`src/rtl/os_result_writer.sv`:
```
// os_result_writer
// Write-side address/enable generator for draining an output-stationary
// systolic array into N output BRAM banks. Lane 0 owns the linear address
// counter; every further lane inherits the address and enable of the lane
// before it one cycle later, reproducing the array's diagonal skew, so bank x
// receives lane x at addresses 0..T-1.
//
// Optional feature macro: OS_WR_CHECK_EN
//   defined   : a sticky skew checker compares in_valid_i[x] (x >= 1) with the
//               enable pipeline while busy and raises err_o on any mismatch.
//   undefined : err_o is tied low and no checker logic exists.

module os_result_writer #(
    parameter int D_W = 8,
    parameter int N   = 3,
    parameter int M   = 6,
    localparam int T  = (M * M) / N,
    localparam int AW = (T > 1) ? $clog2(T) : 1,
    localparam int FW = (N > 1) ? $clog2(N) : 1
) (
    input  logic                     clk,
    input  logic                     rst_n,
    input  logic                     start_i,
    input  logic [N-1:0][D_W-1:0]    in_data_i,
    input  logic [N-1:0]             in_valid_i,
    output logic [N-1:0][AW-1:0]     wr_addr_bram_o,
    output logic [N-1:0][D_W-1:0]    wr_data_bram_o,
    output logic [N-1:0]             wr_en_bram_o,
    output logic                     busy_o,
    output logic                     done_o,
    output logic                     err_o
);

    typedef enum logic [1:0] {
        S_IDLE  = 2'd0,
        S_DRAIN = 2'd1,
        S_FLUSH = 2'd2,
        S_DONE  = 2'd3
    } state_t;

    state_t              state_q, state_d;
    logic [AW-1:0]       cnt_q, cnt_d;
    logic [FW-1:0]       fcnt_q, fcnt_d;

    logic [N-1:0]           en_q;
    logic [N-1:0][AW-1:0]   addr_q;
    logic [N-1:0][D_W-1:0]  data_q;

    // State, word counter and flush counter registers.
    always_ff @(posedge clk or negedge rst_n) begin
        if (!rst_n) begin
            state_q <= S_IDLE;
            cnt_q   <= '0;
            fcnt_q  <= '0;
        end else begin
            state_q <= state_d;
            cnt_q   <= cnt_d;
            fcnt_q  <= fcnt_d;
        end
    end

    // Next-state logic: the word counter advances only on accepted lane-0
    // words and holds at T-1 on the last one, so it never wraps within a
    // drain; the flush counter lets the skewed lanes finish before DONE.
    always_comb begin
        state_d = state_q;
        cnt_d   = cnt_q;
        fcnt_d  = fcnt_q;
        unique case (state_q)
            S_IDLE: begin
                if (start_i) begin
                    state_d = S_DRAIN;
                    cnt_d   = '0;
                end
            end
            S_DRAIN: begin
                if (in_valid_i[0]) begin
                    if (cnt_q == AW'(T - 1)) begin
                        state_d = S_FLUSH;
                        fcnt_d  = '0;
                    end else begin
                        cnt_d = cnt_q + AW'(1);
                    end
                end
            end
            S_FLUSH: begin
                if (fcnt_q == FW'(N - 1)) begin
                    state_d = S_DONE;
                end else begin
                    fcnt_d = fcnt_q + FW'(1);
                end
            end
            S_DONE: begin
                state_d = S_IDLE;
            end
            default: begin
                state_d = S_IDLE;
            end
        endcase
    end

    // Lane stage registers: lane 0 samples the counter, later lanes shift the
    // enable/address diagonally while taking their own data straight from
    // the array, so a lane-0 stall bubble ripples down without a write.
    always_ff @(posedge clk or negedge rst_n) begin
        if (!rst_n) begin
            en_q   <= '0;
            addr_q <= '0;
            data_q <= '0;
        end else begin
            en_q[0]   <= (state_q == S_DRAIN) && in_valid_i[0];
            addr_q[0] <= cnt_q;
            data_q[0] <= in_data_i[0];
            for (int x = 1; x < N; x++) begin
                en_q[x]   <= en_q[x-1];
                addr_q[x] <= addr_q[x-1];
                data_q[x] <= in_data_i[x];
            end
        end
    end

    assign wr_en_bram_o   = en_q;
    assign wr_addr_bram_o = addr_q;
    assign wr_data_bram_o = data_q;
    assign busy_o         = (state_q != S_IDLE);
    assign done_o         = (state_q == S_DONE);

`ifdef OS_WR_CHECK_EN
    logic err_q, err_d;
    logic skewMismatch;

    // Skew checker: each lane x >= 1 must present valid exactly when the
    // enable of lane x-1 is set; any disagreement while busy is latched
    // until the next accepted start.
    always_comb begin
        skewMismatch = 1'b0;
        for (int x = 1; x < N; x++) begin
            if (in_valid_i[x] != en_q[x-1]) begin
                skewMismatch = 1'b1;
            end
        end
        err_d = err_q;
        if ((state_q == S_IDLE) && start_i) begin
            err_d = 1'b0;
        end else if (busy_o && skewMismatch) begin
            err_d = 1'b1;
        end
    end

    // Sticky error flag register.
    always_ff @(posedge clk or negedge rst_n) begin
        if (!rst_n) begin
            err_q <= 1'b0;
        end else begin
            err_q <= err_d;
        end
    end

    assign err_o = err_q;
`else
    logic unused_valid;

    assign unused_valid = ^in_valid_i;
    assign err_o        = 1'b0;
`endif

endmodule
```
`config.mk`:
```
export PLATFORM = sky130hd
export DESIGN_NAME = os_result_writer
export DESIGN_NICKNAME = d
export VERILOG_FILES = /design/src/rtl/os_result_writer.sv
export SDC_FILE = /design/constraint.sdc
export NUM_CORES = 1
export LEC_CHECK = 0
export ABC_AREA = 1
export BUFFER_PORTS_ARGS = -buffer_cell sky130_fd_sc_hd__clkbuf_2
export CORE_MARGIN = 1
export CORE_UTILIZATION = 40
export CTS_CLUSTER_SIZE = 28
export DETAILED_ROUTE_END_ITERATION = 10
export HOLD_SLACK_MARGIN = 0.05
export PLACE_DENSITY = 0.7
export SLEW_MARGIN = 20
export SYNTH_ARGS = -nofsm -noshare
export SYNTH_HDL_FRONTEND = slang
export SYNTH_SLANG_ARGS = --single-unit
```
`constraint.sdc`:
```
create_clock -name clk -period 4.09 [get_ports clk]
set_clock_uncertainty 0.2 [all_clocks]
set_input_delay 0.818 -clock clk [delete_from_list [all_inputs] [get_ports clk]]
set_output_delay 0.818 -clock clk [all_outputs]
set_load 0.01 [all_outputs]
```
==> impl_metrics.csv <==
group,metric,value,unit
synth,ys_ff_latch,47,
grt,grt_max_degree,48,
critical_path,crit_type,"flop to output pin",
synth,syn_area,1580,um^2
sta,maxSlewViolCount,0,
placed_design,portBuffers,68,
sta,fin_tns_setup,0,ns
power_and_ir_drop,vdd_drop_max,0.331,mV
route,dr.pass1.iters,4,
grt,grt_usage,0.131,
clock_tree,clkTransAtPathRegs,0.08,ns
critical_path,max_stage_delay,0.41,ns
sta,post-route-period-util,0.551,
die,core_area,3720,um^2
finish,drive_gt1_frac,0.442,
critical_path,slowest_stage,"dfrtp_1",
route,drc,0,
clock_tree,post_cts_buffers,0,
route,vias_per_cell,4.30,
clock_tree,clock-sinks,47,
synth,ys_types,17,
power_and_ir_drop,power_leakage,1.17,nW
die,num_rows,22,
route,drt-wirelength-per-cell,10.7,um
min_path,hold_path.class,"flop to flop",
critical_path,timing.critical_path.cells,"inv_1, ha_1, inv_2, clkbuf_2",
critical_path,cp.arrival,1.23,ns
sta,setup_viol_count_final,0,
outcome,status,"complete, no violations",
grt,grt_pass1_vias,929,
grt,overflow,0,
synth,seq_area_frac_synth,0.746,
finish,fin_nets,235,
sta,fmax,0.444,GHz
sta,slew_headroom,0.635,
critical_path,worst-path-max-fanout,4,
clock_tree,clock_latency,0.29,ns
placed_design,postPlaceCellArea,1980,um^2
clock_tree,holdBufCountCts,0,
placed_design,place_congestion,0.816,
clock_tree,tritoncts,"yes",
clock_tree,cts_buffers,5,
route,vias,1062,
placed_design,hpwl,2040,um
die,io_pins,72,
critical_path,critPathLaunchType,"flop",
grt,grt_pass1_wl,4080,um
critical_path,cp-end-kind,"output pin",
synth,yosysWarnings,0,
placed_design,dp.cells,239,
grt,antenna_found_initial,0,
finish,fillers,310,
route,ant_nets,0,
route,drt-total-wl,2640,um
clock_tree,cts_resized,0,
sta,hold_viol,0,
synth,syn_nets,160,
sta,rsz0062_at_grt,"no",
synth,synth.avg_cell_area,12.8,um^2
die,die_y,64.8,um
route,drt_iter0_markers,62,
sta,fin_ws,1.84,ns
die,die_x,64.8,um
finish,antenna_cells,0,
sta,tightest_slew,0.547,ns
placed_design,dp_slack,2.16,ns
synth,synthesis.instances,123,
sta,min_period,2.25,ns
finish,design_area,2080,um^2
clock_tree,h-tree-depth,2,
critical_path,cp.required,3.07,ns
run,drv_cap,0,
die,dieArea,4200,um^2
finish,fin_cells,247,
power_and_ir_drop,power_density,584,nW/um^2
finish,syn_to_final_growth,31.7,%
clock_tree,cts_root_buffer,"clkbuf_8",
clock_tree,cts.path.max_buffers,2,
die,initial_utilization,0.424,
-- metrics by stage --
| stage | hold WS, ns | power, mW | util |
|---|---|---|---|
| after floorplan | 0.216 | 0.818 | - |
| after global placement | 0.155 | 0.935 | 0.532 |
| after detailed placement | 0.159 | 0.943 | 0.532 |
| after CTS | 0.172 | 1.23 | 0.559 |
| after global routing | 0.189 | 1.30 | 0.559 |
| final | 0.168 | 1.21 | 0.559 |
-- Yosys cell counts --
master / count / share of area
a21oi_1: 1 / 0.0032
buf_4: 1 / 0.0048
conb_1: 1 / 0.0024
dfrtp_1: 47 / 0.75
ha_1: 7 / 0.056
inv_1: 10 / 0.024
inv_2: 5 / 0.012
nand2_1: 30 / 0.071
nand2_2: 2 / 0.0079
nand2_4: 1 / 0.0071
nand3_1: 4 / 0.013
nand3_2: 1 / 0.0063
nand4_1: 6 / 0.024
nor2_1: 4 / 0.0095
nor2_2: 1 / 0.0040
o21ai_2: 1 / 0.0056
or2_1: 1 / 0.0040
-- power by group --
group / internal, mW / switching (mW)
Sequential: 0.537 / 0.0448
Combinational: 0.131 / 0.216
Clock: 0.138 / 0.146
-- metal layers --
| layer | up-vias | GRT usage | wire length (um) |
|---|---|---|---|
| met5 | - | 0 | 0 |
| met4 | 0 | 0.0500 | 38 |
| met3 | 6 | 0.0651 | 344 |
| met2 | 58 | 0.210 | 1140 |
| met1 | 469 | 0.150 | 1120 |
| li1 | 529 | - | - |
-- cell type report --
cell class	count	area, um^2	area share
sequential	47	1180	0.567
timing repair buffer	69	348	0.168
multi-input combinational	60	337	0.162
clock buffer	6	82.6	0.0398
tap	48	60.1	0.0289
inverter	15	56.3	0.0271
clock inverter	2	16.3	0.00784
-- placed cells by master (no fill, tap or decap), drive strengths merged --
master,count
clkinv,1
clkbuf,74
nand3,5
nand4,6
inv,15
ha,7
o21ai,1
a21oi,1
dfrtp,47
clkinvlp,1
nand2,33
nor2,5
or2,1
buf,1
conb,1
-- critical path, delay by kind of cell (launching register included) --
kind / cells / cell delay (ns)
adder cells (fa/ha/maj): 1 / 0.23
buffers and inverters: 3 / 0.31
flip-flops: 1 / 0.41
-- worst paths after layout --
check,start,end,slack [ns],cells after the start
setup / recovery,state_q[0],busy_o,1.84,4
hold / removal,wr_addr_bram_o[4],wr_addr_bram_o[8],0.17,0
setup reg to reg,state_q[1],fcnt_q[0],2.43,7
hold reg to reg,wr_addr_bram_o[4],wr_addr_bram_o[8],0.17,0
max in group asynchronous,rst_n,wr_addr_bram_o[4],2.92,2
min in group asynchronous,rst_n,wr_data_bram_o[10],0.40,2
-- cell families after synthesis --
kind of cell               count (synthesis)  synth area share
and+or+nand+nor                           50             0.147
DFF                                       47             0.746
buffers and inverters                     16            0.0405
adders and majority gates                  7            0.0556
AOI/OAI and AO/OA                          2           0.00873
other                                      1           0.00238
-- registers in the layout, summed over array words and instances (netlist names) --
name            flops
fcnt_q              2
cnt_q               4
wr_data_bram_o     24
wr_addr_bram_o     12
state_q             2
wr_en_bram_o        3
(Power assumes the default switching activity.)
